$ cat config.mk
export PLATFORM = sky130hd
export DESIGN_NAME = mic_stall_pipe
export DESIGN_NICKNAME = d
export VERILOG_FILES = /design/src/rtl/mic_stall_pipe.sv
export SDC_FILE = /design/constraint.sdc
export NUM_CORES = 1
export LEC_CHECK = 0
export CORE_MARGIN = 2
export CORE_UTILIZATION = 30
export DETAILED_ROUTE_END_ITERATION = 10
export HOLD_SLACK_MARGIN = 0.08
export PLACE_DENSITY_LB_ADDON = 0.25
export SKIP_CTS_REPAIR_TIMING = 1
export SLEW_MARGIN = 10
export SYNTH_ARGS = -nofsm -noshare
export SYNTH_HDL_FRONTEND = slang
export SYNTH_SLANG_ARGS = --single-unit
$ cat constraint.sdc
create_clock -name clk -period 21.3 [get_ports clk]
set_input_delay 4.26 -clock clk [delete_from_list [all_inputs] [get_ports clk]]
set_output_delay 4.26 -clock clk [all_outputs]
set_load 0.05 [all_outputs]
$ cat src/rtl/mic_stall_pipe.sv
// MIC interconnect test slice: forward/backward AXI-Stream paths through chained
// 2-entry skid slices, each gated at its input by a runtime-selectable stall generator.
module mic_stall_pipe #(
  parameter int          DATA_W   = 64,
  parameter int          DEPTH    = 1,
  parameter logic [15:0] FWD_SEED = 16'hbeef,
  parameter logic [15:0] BK_SEED  = 16'h1d2c
) (
  input  logic              clk,
  input  logic              reset,
  input  logic              M0I_TVALID,
  output logic              M0I_TREADY,
  input  logic [DATA_W-1:0] M0I_TDATA,
  input  logic              M0I_TLAST,
  output logic              S0O_TVALID,
  input  logic              S0O_TREADY,
  output logic [DATA_W-1:0] S0O_TDATA,
  output logic              S0O_TLAST,
  input  logic              S0I_TVALID,
  output logic              S0I_TREADY,
  input  logic [DATA_W-1:0] S0I_TDATA,
  input  logic              S0I_TLAST,
  output logic              M0O_TVALID,
  input  logic              M0O_TREADY,
  output logic [DATA_W-1:0] M0O_TDATA,
  output logic              M0O_TLAST,
  input  logic [1:0]        fwd_mode,
  input  logic [1:0]        bk_mode,
  input  logic [7:0]        fwd_thresh,
  input  logic [7:0]        bk_thresh,
  input  logic [7:0]        fwd_period,
  input  logic [7:0]        bk_period,
  output logic [15:0]       fwd_pkts,
  output logic [15:0]       bk_pkts
);

  typedef enum logic [1:0] {
    MODE_NONE   = 2'd0,
    MODE_RAND   = 2'd1,
    MODE_PKT    = 2'd2,
    MODE_PERIOD = 2'd3
  } stall_mode_e;

  localparam int          W        = DATA_W + 1;  // TLAST rides above the data bits
  localparam logic [15:0] FWD_INIT = (FWD_SEED == 16'h0000) ? 16'h0001 : FWD_SEED;
  localparam logic [15:0] BK_INIT  = (BK_SEED == 16'h0000) ? 16'h0001 : BK_SEED;

  // Index 0 is the forward (M0I -> S0O) path, index 1 the backward (S0I -> M0O) path.
  logic [1:0]        dir_in_valid, dir_in_ready, dir_in_last;
  logic [1:0]        dir_out_valid, dir_out_ready, dir_out_last;
  logic [DATA_W-1:0] dir_in_data  [2];
  logic [DATA_W-1:0] dir_out_data [2];
  stall_mode_e       dir_mode     [2];
  logic [7:0]        dir_thresh   [2];
  logic [7:0]        dir_period   [2];
  logic [15:0]       dir_pkts     [2];

  assign dir_in_valid  = {S0I_TVALID, M0I_TVALID};
  assign dir_in_last   = {S0I_TLAST, M0I_TLAST};
  assign dir_in_data[0] = M0I_TDATA;
  assign dir_in_data[1] = S0I_TDATA;
  assign dir_out_ready = {M0O_TREADY, S0O_TREADY};
  assign dir_mode[0]   = stall_mode_e'(fwd_mode);
  assign dir_mode[1]   = stall_mode_e'(bk_mode);
  assign dir_thresh[0] = fwd_thresh;
  assign dir_thresh[1] = bk_thresh;
  assign dir_period[0] = fwd_period;
  assign dir_period[1] = bk_period;

  assign M0I_TREADY = dir_in_ready[0];
  assign S0I_TREADY = dir_in_ready[1];
  assign S0O_TVALID = dir_out_valid[0];
  assign S0O_TDATA  = dir_out_data[0];
  assign S0O_TLAST  = dir_out_last[0];
  assign M0O_TVALID = dir_out_valid[1];
  assign M0O_TDATA  = dir_out_data[1];
  assign M0O_TLAST  = dir_out_last[1];
  assign fwd_pkts   = dir_pkts[0];
  assign bk_pkts    = dir_pkts[1];

  for (genvar g = 0; g < 2; g++) begin : g_dir
    localparam logic [15:0] SEED = (g == 0) ? FWD_INIT : BK_INIT;

    logic [DEPTH:0] pipe_valid, pipe_ready;
    logic [W-1:0]   pipe_data [DEPTH+1];
    logic [15:0]    lfsr, pkt_cnt;
    logic [7:0]     count, period_q;
    logic           first, stall, accept;

    always_comb begin
      // NOTE: assigning the default before the case keeps every path driven, so no latch is inferred.
      stall = 1'b0;
      case (dir_mode[g])
        MODE_RAND:   stall = lfsr[7:0] < dir_thresh[g];
        MODE_PKT:    stall = first && (lfsr[7:0] < dir_thresh[g]);
        MODE_PERIOD: stall = (dir_period[g] > 8'd1) && (count == dir_period[g] - 8'd1);
        default:     stall = 1'b0;
      endcase
    end

    // Stall only gates the input side; the output valid is never held back.
    assign pipe_valid[0]     = dir_in_valid[g] && !stall;
    assign pipe_data[0]      = {dir_in_last[g], dir_in_data[g]};
    assign dir_in_ready[g]   = pipe_ready[0] && !stall && reset;
    assign accept            = dir_in_valid[g] && dir_in_ready[g];
    assign pipe_ready[DEPTH] = dir_out_ready[g];
    assign dir_out_valid[g]  = pipe_valid[DEPTH];
    assign {dir_out_last[g], dir_out_data[g]} = pipe_data[DEPTH];
    assign dir_pkts[g]       = pkt_cnt;

    always_ff @(posedge clk) begin
      // Tracked through reset so a period set up during reset counts from cycle 0 after release.
      period_q <= dir_period[g];
      if (!reset) begin
        lfsr    <= SEED;
        count   <= 8'd0;
        first   <= 1'b1;
        pkt_cnt <= 16'd0;
      end else begin
        // NOTE: non-blocking assignments make every flop here sample pre-edge values.
        lfsr <= lfsr[0] ? ((lfsr >> 1) ^ 16'hB400) : (lfsr >> 1);
        if ((dir_period[g] != period_q) || (dir_period[g] <= 8'd1) ||
            (count == dir_period[g] - 8'd1))
          count <= 8'd0;
        else
          count <= count + 8'd1;
        if (accept)
          first <= dir_in_last[g];
        if (dir_out_valid[g] && dir_out_ready[g] && dir_out_last[g])
          pkt_cnt <= pkt_cnt + 16'd1;
      end
    end

    for (genvar i = 0; i < DEPTH; i++) begin : g_slice
      logic         hold_valid, skid_valid, out_free, in_fire;
      logic [W-1:0] hold_data, skid_data;

      // Ready comes straight from a flop, so downstream ready never reaches upstream ready.
      assign pipe_ready[i]     = !skid_valid;
      assign pipe_valid[i+1]   = hold_valid;
      assign pipe_data[i+1]    = hold_data;
      assign out_free          = !hold_valid || pipe_ready[i+1];
      assign in_fire           = pipe_valid[i] && pipe_ready[i];

      always_ff @(posedge clk) begin
        if (!reset) begin
          hold_valid <= 1'b0;
          skid_valid <= 1'b0;
        end else if (out_free) begin
          hold_valid <= skid_valid || pipe_valid[i];
          skid_valid <= 1'b0;
        end else if (in_fire) begin
          skid_valid <= 1'b1;
        end
      end

      // NOTE: payload registers are not reset; their valid flags already mark them empty.
      always_ff @(posedge clk) begin
        if (out_free)
          hold_data <= skid_valid ? skid_data : pipe_data[i];
        else if (in_fire)
          skid_data <= pipe_data[i];
      end
    end
  end

endmodule

==> summary.md, run 1 <==
| Metric | Value |
|---|---|
| Clk slew on worst S/H paths | 0.06 ns |
| # diodes | 0 |
| Post-DR vias/cell | 4.45 |
| Clock Tree Buf Depth | 3 |
| TNS Setup | 0 ns |
| Worst reg2reg path endpoint | g_dir[0].g_slice[0].skid_data[14] |
| Crit Path Category | input port to output pin |
| Post-synth top area cell | edfxtp_1 |
| Initial core utilization | 30.5% |
| Top-level port count | 338 |
| Final ANT Viol Nets | 0 |
| R2R cell count | 8 |
| Cell area after synthesis | 13,900 um^2 |
| Row count | 78 |
| Crit path DAT | 7.73 ns |
| Peak VDD IR | 0.0603 mV |
| Final Hold Fails | 0 |
| Hold endpoint | g_dir[1].lfsr[11] |
| Post-synth EDFFs | 260 |
| Die X | 219 um |
| First-pass GRT wire length | 48,400 um |
| Main flop type after synthesis | edfxtp_1 |
| Setup Skew | 0.0110 ns |
| Fmax achieved | 0.0834 GHz |
| Detailed Routing Iterations Pass 1 | 4 |
| Global route overflow | 0 |
| Top area cells in the synthesized netlist | edfxtp_1 (56%), dfxtp_1 (15%), mux2_2 (11%) |
| Fraction of registers with async set/reset | 0% |
| Final setup vio count | 0 |
| Crit start category | input port |
| RSZ-0062 raised after global routing | false |
| Register area share after synthesis | 71.0% |
| Die Y | 219 um |
| Synth cell types | 49 |
| Commonest cells post-synth | edfxtp_1 (260), mux2_2 (130), dfxtp_1 (102) |
| FF-to-FF setup slack | 18.27 ns |
| Worst EP required | 17.04 ns |
| Final nets | 1,454 |
| Die area | 48,000 um^2 |
| Hold path cells | 1 |
| CTS tree | built |
| Mean Syn Cell Area | 15.4 um^2 |
| Total power | 1.70 mW |
| Critical Path Source | fwd_period[0] |
| LEAKAGE | 6.78 nW |
| Max-slew violations | 0 |
| Number of buffers created by CTS | 42 |
| Core box area | 45,500 um^2 |
| Fin crit period | 11.99 ns |
| Worst Min Path Start | g_dir[1].lfsr[12] |
| Wirelength per Cell | 17.2 um |
| Layout area overhead | 38.9% |
| Crit end category | output pin |
| WL final | 32,500 um |
| Maxcap violations | 0 |
| Cell count after synthesis | 901 |
| Ys Warns | 0 |
| Clk sinks | 362 |
| Post-synthesis register bit count | 362 |
| CTS H-tree lvls | 2 |
| Layout cells sized above 1 | 16.1% |
| Crit-path max FO | 6 |
| Synth top area share | 56.3% |
| Port bufs | 337 |
| CTS Root Buffer Type | clkbuf_16 |
| Routability cong. | 0.796 |
| Cell with the most instances after synthesis | edfxtp_1 |
| Max-slew headroom | 34.1% |
| Via count | 8,408 |
| Pin count of the biggest net entering global routing | 68 |
| Worst r2r src | g_dir[0].count[6] |
| Gr usage total | 13.0% |
| Synth Net Count | 1,095 |
| Initial drt markers | 483 |
| Pwr Density | 88.0 nW/um^2 |
| Later-pin clock latency in the skew report | 0.55 ns |
| Initial antenna violation count | 0 |
| Placed wire-length estimate | 21,900 um |
| Status | finished clean |
| HP Class | flip-flop to flip-flop |
| Worst-Margin Slew | 0.989 ns |
| Vias in the first global route | 8,253 |
| # DRC | 0 |
| Period utilization | 56.3% |
==> metrics by stage <==
stage	hold slack [ns]	cell area (um^2)	cells	setup WS (ns)	util, %
CTS	0.409	19300	1889	9.28	42.4
global route	0.439	19300	1889	9.01	42.4
floorplan	0.386	13900	901	10.30	-
global placement	0.397	18000	1816	9.34	39.5
detailed placement	0.396	18000	1816	9.28	39.5
finish	0.404	19300	1889	9.31	42.4
==> worst max path at each step <==
stage	endpoint	slack, ns
floorplan	g_dir[0].g_slice[0].skid_data[0]	10.30
global placement	M0I_TREADY	9.34
detailed placement	M0I_TREADY	9.28
CTS	M0I_TREADY	9.28
global route	M0I_TREADY	9.01
finish	M0I_TREADY	9.31
==> power by group <==
group | switching, mW | internal, mW
Sequential | 0.00969 | 0.791
Combinational | 0.124 | 0.0849
Clock | 0.285 | 0.403
Total | 0.419 | 1.28
==> area by class of cell <==
type / count / area, um^2
fill: 4210 / 26200
sequential: 362 / 9850
multi-input combinational: 483 / 3840
timing repair buffer: 345 / 3430
clock buffer: 51 / 1130
tap: 600 / 751
clock inverter: 22 / 176
inverter: 26 / 97.6
==> cells by family after synthesis <==
logic type                 Yosys count  share of synthesized area (%)
AOI/OAI and AO/OA                   63                           3.00
xor gates and xnor gates            72                           4.54
adders and majority gates           22                           1.98
buffers and inverters               56                           1.55
DFF                                362                           71.0
muxes                              133                           10.8
and+or+nand+nor                    193                           7.19
==> cell usage in the layout, fill, tap and decap left out, types with 23 or more instances in the layout <==
master / synthesis / layout
dfxtp_1: 102 / 100
xor2_1: 47 / 47
edfxtp_1: 260 / 260
clkdlybuf4s50_1: 0 / 337
nand3_1: 23 / 23
nand2b_1: 25 / 23
mux2_2: 130 / 130
xnor2_1: 25 / 25
clkbuf_16: 0 / 42
nor2_1: 57 / 56
inv_1: 26 / 26
==> layer usage <==
metal | GRT usage (%) | up-vias | wire (um)
met5 | 0 | - | 0
met4 | 4.62 | 0 | 887
met3 | 3.76 | 55 | 2320
met2 | 20.7 | 249 | 15000
met1 | 17.0 | 4055 | 14300
li1 | - | 4049 | -
==> state kept, by name, summed over array words and instances, names as in the netlist <==
register and count:
bk_pkts 16, g_dir.g_slice.skid_data 130, g_dir.lfsr 32, S0O_TVALID 1, g_dir.g_slice.hold_data 130, g_dir.first 2, M0O_TVALID 1, g_dir.g_slice.skid_valid 2
g_dir.period_q 16, g_dir.count 16, fwd_pkts 16
==> worst max-delay path, stage by stage <==
cell	delay, ns
clkdlybuf4s50_1	0.61
inv_1	0.08
ha_1	0.24
nor2b_1	0.17
a21o_1	0.19
a2111o_1	0.37
a211oi_1	0.47
a41oi_1	0.25
nor2_1	0.26
nor3_1	0.07
clkdlybuf4s50_1	0.75
Note: power is estimated with default switching activity, not from simulation.
==> run 2: changes to the inputs <==
==> constraint.sdc (replaced) <==
create_clock -name clk -period 11.9 [get_ports clk]
set_input_delay 2.38 -clock clk [delete_from_list [all_inputs] [get_ports clk]]
set_output_delay 2.38 -clock clk [all_outputs]
set_load 0.05 [all_outputs]
==> run 2 against run 1 <==
- critical path depth unchanged
- sequential share of layout area down 0.22 points
- sequential power up 79%
- clock-buffer cell count up 5
- clock skew up 0.0047 ns
- cell count up 0.26%
- critical endpoint unchanged
- non-clock buffer count unchanged
- worst hold slack better by 0.0098 ns
- register-to-register slack worse by 9.4 ns
- wire length down 1.3%
==> summary.md, run 2 (synthesized netlist as in run 1, its figures left out) <==
| Metric | Value |
|---|---|
| Cell total after placement | 1,816 (unchanged) |
| Placed wire-length estimate | 21,800 um (-0.79%) |
| Die X | 219 um (unchanged) |
| Core box area | 45,500 um^2 (unchanged) |
| Hold path cells | 1 (unchanged) |
| LEAKAGE | 6.81 nW (+0.42%) |
| Routability cong. | 0.802 (+0.77%) |
| DP Area | 18,000 um^2 (unchanged) |
| WL final | 32,100 um (-1.3%) |
| Fmax achieved | 0.121 GHz |
| R2R cell count | 8 (unchanged) |
| Detailed Routing Iterations Pass 1 | 4 (unchanged) |
| Later-pin clock latency in the skew report | 0.55 ns (about the same) |
| First-pass GRT wire length | 48,200 um (-0.54%) |
| HP Class | flip-flop to flip-flop |
| Initial drt markers | 448 (-7.2%) |
| Largest stage delay, worst path | 0.75 ns (about the same) |
| Slowest-stage cell, CP | clkdlybuf4s50_1 |
| Maxcap violations | 0 (unchanged) |
| Most common cell on crit path | clkdlybuf4s50_1 |
| Max-slew headroom | 34.9% (+0.88 points) |
| Fill cell count | 4,188 (-0.52%) |
| Post-DR vias/cell | 4.45 (about the same) |
| Clock Tree Buf Depth | 3 (unchanged) |
| Reg area | 9850 um^2 (unchanged) |
| FF-to-FF setup slack | 8.86 ns (-9.41 ns) |
| Final Hold Fails | 0 (unchanged) |
| Number of buffers created by CTS | 42 (unchanged) |
| Fin crit period | 8.27 ns |
| Layout cells sized above 1 | 16.1% (-0.025 points) |
| CTS tree | built |
| Top-level port count | 338 (unchanged) |
| Worst reg2reg path endpoint | g_dir[0].g_slice[0].skid_data[18] |
| Worst-Margin Slew | 0.976 ns (-0.0132 ns) |
| Pin count of the biggest net entering global routing | 68 (unchanged) |
| Die area | 48,000 um^2 (unchanged) |
| Max-slew violations | 0 (unchanged) |
| Via count | 8,432 (+0.29%) |
| RSZ-0062 raised after global routing | false |
| Hold_ws | 0.413 ns (+0.00979 ns) |
| Largest regs | g_dir.g_slice.hold_data (130), g_dir.g_slice.skid_data (130), g_dir.lfsr (32) |
| Worst r2r src | g_dir[0].count[6] |
| Final nets | 1,454 (unchanged) |
| # DRC | 0 (unchanged) |
| Final setup vio count | 0 (unchanged) |
| TNS Setup | 0 ns (unchanged) |
| Hold endpoint | g_dir[1].lfsr[11] |
| Port bufs | 337 (unchanged) |
| Design area | 19,400 um^2 (+0.43%) |
| Worst EP required | 9.52 ns (-7.52 ns) |
| Peak VDD IR | 0.111 mV (+84%) |
| Final instance count without filler cells | 1,894 (+0.26%) |
| CP Cell Sequence | clkdlybuf4s50_1, inv_1, ha_1, nor2b_1, a21o_1, a2111o_1, a211oi_1, a41oi_1, nor2_1, nor3_1, clkdlybuf4s50_1 |
| Initial antenna violation count | 4 (+4) |
| Vias in the first global route | 8,207 (-0.56%) |
| Clk slew on worst S/H paths | 0.05 ns (about the same) |
| Setup Skew | 0.0157 ns (+0.00466 ns) |
| Pwr Density | 160 nW/um^2 (+82%) |
| Crit start category | input port |
| Gr usage total | 13.0% (-0.058 points) |
| Crit-path max FO | 6 (unchanged) |
| Area used by multi-input combinational logic | 3840 um^2 (unchanged) |
| Die Y | 219 um (unchanged) |
| Initial core utilization | 30.5% (unchanged) |
| Final ANT Viol Nets | 0 (unchanged) |
| CTS Root Buffer Type | clkbuf_16 |
| Worst Min Path Start | g_dir[1].lfsr[12] |
| Crit end category | output pin |
| Crit path DAT | 5.89 ns (-1.84 ns) |
| Crit Path Category | input port to output pin |
| Status | finished clean |
| Layout area overhead | 39.5% |
| CTS H-tree lvls | 2 (unchanged) |
| Period utilization | 69.5% |
| Clk sinks | 362 (unchanged) |
| Global route overflow | 0 (unchanged) |
| Most frequent cells in the layout | clkdlybuf4s50_1 (337), edfxtp_1 (260), mux2_2 (130) |
| Row count | 78 (unchanged) |
| Wirelength per Cell | 17.0 um (-1.5%) |
| Commonest non-fill, non-tap cell in the layout | clkdlybuf4s50_1 |
## run 2: power by group
| part | internal (mW) | switching, mW | total, mW |
|---|---|---|---|
| clock network | 0.788 | 0.504 | 1.29 |
| logic | 0.152 | 0.222 | 0.374 |
| registers | 1.42 | 0.0168 | 1.43 |
## run 2: how the worst max path moves through the flow
stage | from | to | slack [ns] | depth (start not counted)
6_report | fwd_period[0] | M0I_TREADY | 3.63 | 11
5_1_grt | fwd_period[0] | M0I_TREADY | 3.43 | 11
4_1_cts | fwd_period[0] | M0I_TREADY | 3.63 | 11
3_5_place_dp | fwd_period[0] | M0I_TREADY | 3.64 | 11
3_3_place_gp | fwd_period[0] | M0I_TREADY | 3.69 | 11
2_1_floorplan | S0O_TREADY | g_dir[0].g_slice[0].skid_data[0] | 2.78 | 2
## run 2: metrics by stage
step                      util, %  total power [mW]  setup slack (ns)
after floorplan                 -              1.67              2.78
after global placement       39.5              1.83              3.69
after detailed placement     39.5              1.84              3.64
after CTS                    42.6              3.15              3.63
after global routing         42.6              3.22              3.43
final                        42.6              3.10              3.63
## run 2: final cells by class
cell class	count	area share [%]
sequential	362	50.9
multi-input combinational	483	19.8
timing repair buffer	345	17.7
clock buffer	56	5.91
tap	600	3.88
clock inverter	19	1.25
inverter	26	0.504
antenna	3	0.0388
## run 2: worst max-delay path: cells and delay by family
kind	cells	cell delay, ns
adder cells (fa/ha/maj)	1	0.26
AND/OR/NAND/NOR	3	0.52
AO/OA/AOI/OAI	4	1.29
buffers and inverters	3	1.44
## run 2: routing by layer
| metal | track usage, % | vias to the layer above | part of all wire, % |
|---|---|---|---|
| met5 | 0 | - | 0.040 |
| met3 | 3.40 | 54 | 7.0 |
| li1 | - | 4058 | - |
| met4 | 5.27 | 2 | 2.5 |
| met1 | 16.8 | 4078 | 44 |
| met2 | 20.7 | 240 | 47 |
==> run 3: changes to the inputs <==
==> constraint.sdc (replaced) <==
create_clock -name clk -period 6.8 [get_ports clk]
set_input_delay 1.36 -clock clk [delete_from_list [all_inputs] [get_ports clk]]
set_output_delay 1.36 -clock clk [all_outputs]
set_load 0.05 [all_outputs]
==> run 3 against run 2 <==
- die area unchanged
- global-route usage up 0.26 points
- final area about the same
- clock skew about the same
- critical path depth up 1
- core utilization about the same
- clock power up 74%
- non-clock buffer count up 2
- register-to-register slack worse by 5.3 ns
- worst hold slack worse by 0.013 ns
- combinational power up 75%
- critical endpoint unchanged
- highest routed layer unchanged
==> summary.md, run 3 (synthesized netlist as in run 1, its figures left out) <==
| Metric | Value |
|---|---|
| Crit start category | input port |
| Top-level port count | 338 (unchanged) |
| Gr usage total | 13.2% (+0.26 points) |
| Commonest non-fill, non-tap cell in the layout | clkdlybuf4s50_1 |
| RSZ-0062 raised after global routing | false |
| Crit-path max FO | 6 (unchanged) |
| LEAKAGE | 6.81 nW (about the same) |
| Total power | 5.40 mW (+74%) |
| Worst r2r src | g_dir[1].count[6] |
| Final nets | 1,457 (+0.21%) |
| Period utilization | 90.3% |
| Switching share of total power | 24.7% (+0.78 points) |
| Die Y | 219 um (unchanged) |
| Initial antenna violation count | 3 (-1) |
| HP Class | flip-flop to flip-flop |
| Clk slew on worst S/H paths | 0.06 ns (about the same) |
| Global route overflow | 0 (unchanged) |
| Detailed Routing Iterations Pass 1 | 4 (unchanged) |
| Fmax achieved | 0.163 GHz |
| Fin worst setup slack | 0.661 ns (-2.97 ns) |
| Hold endpoint | g_dir[0].lfsr[7] |
| Cell total after placement | 1,818 (+0.11%) |
| Die area | 48,000 um^2 (unchanged) |
| Pint | 4.06 mW (+73%) |
| Post-DR vias/cell | 4.48 (+0.60%) |
| Port bufs | 337 (unchanged) |
| R2R cell count | 8 (unchanged) |
| Crit Path Category | input port to output pin |
| Wirelength per Cell | 17.2 um (+1.6%) |
| First-pass GRT wire length | 49,100 um (+1.9%) |
| Pin count of the biggest net entering global routing | 68 (unchanged) |
| Worst Min Path Start | g_dir[0].lfsr[8] |
| Peak VDD IR | 0.174 mV (+57%) |
| Worst-Margin Slew | 0.978 ns (+0.00221 ns) |
| Design area | 19,400 um^2 (about the same) |
| Crit end category | output pin |
| Row count | 78 (unchanged) |
| Vias in the first global route | 8,530 (+3.9%) |
| Flop pwr share | 46.4% (+0.2 points) |
| Die X | 219 um (unchanged) |
| # diodes | 0 (-3) |
| Placed wire-length estimate | 22,300 um (+2.4%) |
| Fin crit period | 6.14 ns |
| Final setup vio count | 0 (unchanged) |
| # DRC | 0 (unchanged) |
| WL final | 32,700 um (+1.8%) |
| Number of buffers created by CTS | 43 (+2.4%) |
| Initial drt markers | 428 (-4.5%) |
| Clk sinks | 362 (unchanged) |
| CTS tree | built |
| Placement Setup Slack | 0.657 ns (-2.98 ns) |
| Max-slew violations | 0 (unchanged) |
| Psw | 1.34 mW (+80%) |
| Worst EP required | 5.44 ns (-4.08 ns) |
| Final instance count without filler cells | 1,897 (+0.16%) |
| Layout area overhead | 39.6% (about the same) |
| TNS Setup | 0 ns (unchanged) |
| Via count | 8,496 (+0.76%) |
| Clock Tree Buf Depth | 3 (unchanged) |
| Clock power frac | 41.4% (-0.3 points) |
| FF-to-FF setup slack | 3.61 ns (-5.25 ns) |
| Maxcap violations | 0 (unchanged) |
| Later-pin clock latency in the skew report | 0.56 ns (about the same) |
| CTS Root Buffer Type | clkbuf_16 |
| Status | finished clean |
| Final ANT Viol Nets | 0 (unchanged) |
| DP Area | 18,000 um^2 (+0.12%) |
| Combinational Power Share | 12.1% (about the same) |
| Final Hold Fails | 0 (unchanged) |
| Layout cells sized above 1 | 16.4% (+0.31 points) |
| Core box area | 45,500 um^2 (unchanged) |
| Hold path cells | 1 (unchanged) |
| Pwr Density | 279 nW/um^2 (+74%) |
| Routability cong. | 0.760 (-5.2%) |
| Crit path DAT | 4.78 ns (-1.11 ns) |
| Max-slew headroom | 34.8% (-0.15 points) |
| CTS H-tree lvls | 2 (unchanged) |
| Largest regs | g_dir.g_slice.hold_data (130), g_dir.g_slice.skid_data (130), g_dir.lfsr (32) |
| Setup Skew | 0.0159 ns (+0.000241 ns) |
| Initial core utilization | 30.5% (unchanged) |
| Worst reg2reg path endpoint | g_dir[1].g_slice[0].skid_data[13] |
| Most frequent cells in the layout | clkdlybuf4s50_1 (337), edfxtp_1 (260), mux2_2 (130) |
==> run 3: changes by cell type in the layout (fill, tap and decap cells not counted), sizes merged, moves of 2 or more <==
cell | previous run | this run
buf | 8 | 10
clkinvlp | 1 | 4
clkinv | 10 | 14
diode | 3 | 0
bufinv | 5 | 2
==> run 3: worst max path at each step <==
stage             startpoint                          endpoint  slack [ns]  cells after the start
2_1_floorplan     M0O_TREADY  g_dir[1].g_slice[0].skid_data[0]        0.45                      2
3_3_place_gp   fwd_period[0]                        M0I_TREADY        0.67                     12
3_5_place_dp   fwd_period[0]                        M0I_TREADY        0.66                     12
4_1_cts        fwd_period[0]                        M0I_TREADY        0.65                     12
5_1_grt        fwd_period[0]                        M0I_TREADY        0.43                     12
6_report       fwd_period[0]                        M0I_TREADY        0.66                     12
==> run 3: per-layer routing <==
metal | global-route usage (%) | vias up | part of all wire, %
li1 | - | 4050 | -
met5 | 0 | - | 0.11
met3 | 4.26 | 56 | 7.2
met4 | 4.26 | 6 | 2.5
met1 | 16.9 | 4140 | 44
met2 | 21.3 | 244 | 46
==> run 3: per-stage QoR <==
stage / hold WS [ns] / util, %
2_1_floorplan: 0.386 / -
3_3_place_gp: 0.393 / 39.6
3_5_place_dp: 0.396 / 39.6
4_1_cts: 0.407 / 42.6
5_1_grt: 0.433 / 42.6
6_report: 0.400 / 42.6
==> run 3: layout make-up <==
class	count	area, um^2
inverters	26	97.6
well taps	600	751
clock buffers	57	1200
repair buffers	347	3450
flip-flops and latches	362	9850
multi-input cells	483	3840
clock inverters	22	184
fillers	4229	26100
==> run 3: worst max-delay path, cell delays in order <==
cell and delay [ns]:
clkdlybuf4s50_1 0.61, inv_1 0.07, ha_1 0.25, nor2b_1 0.18
a21o_1 0.19, a2111o_1 0.36, a211oi_1 0.23, buf_4 0.17
a41oi_1 0.17, nor2_1 0.32, nor3_1 0.08, clkdlybuf4s50_1 0.78
==> run 3: power groups by stage <==
| stage | Sequential [mW] | Combinational (mW) | Clock, mW |
|---|---|---|---|
| after global routing | 2.52 | 0.691 | 2.41 |
| final | 2.51 | 0.656 | 2.24 |
| after floorplan | 2.79 | 0.136 | 0 |
| after CTS | 2.51 | 0.665 | 2.32 |
| after detailed placement | 2.55 | 0.662 | 0 |
| after global placement | 2.55 | 0.658 | 0 |
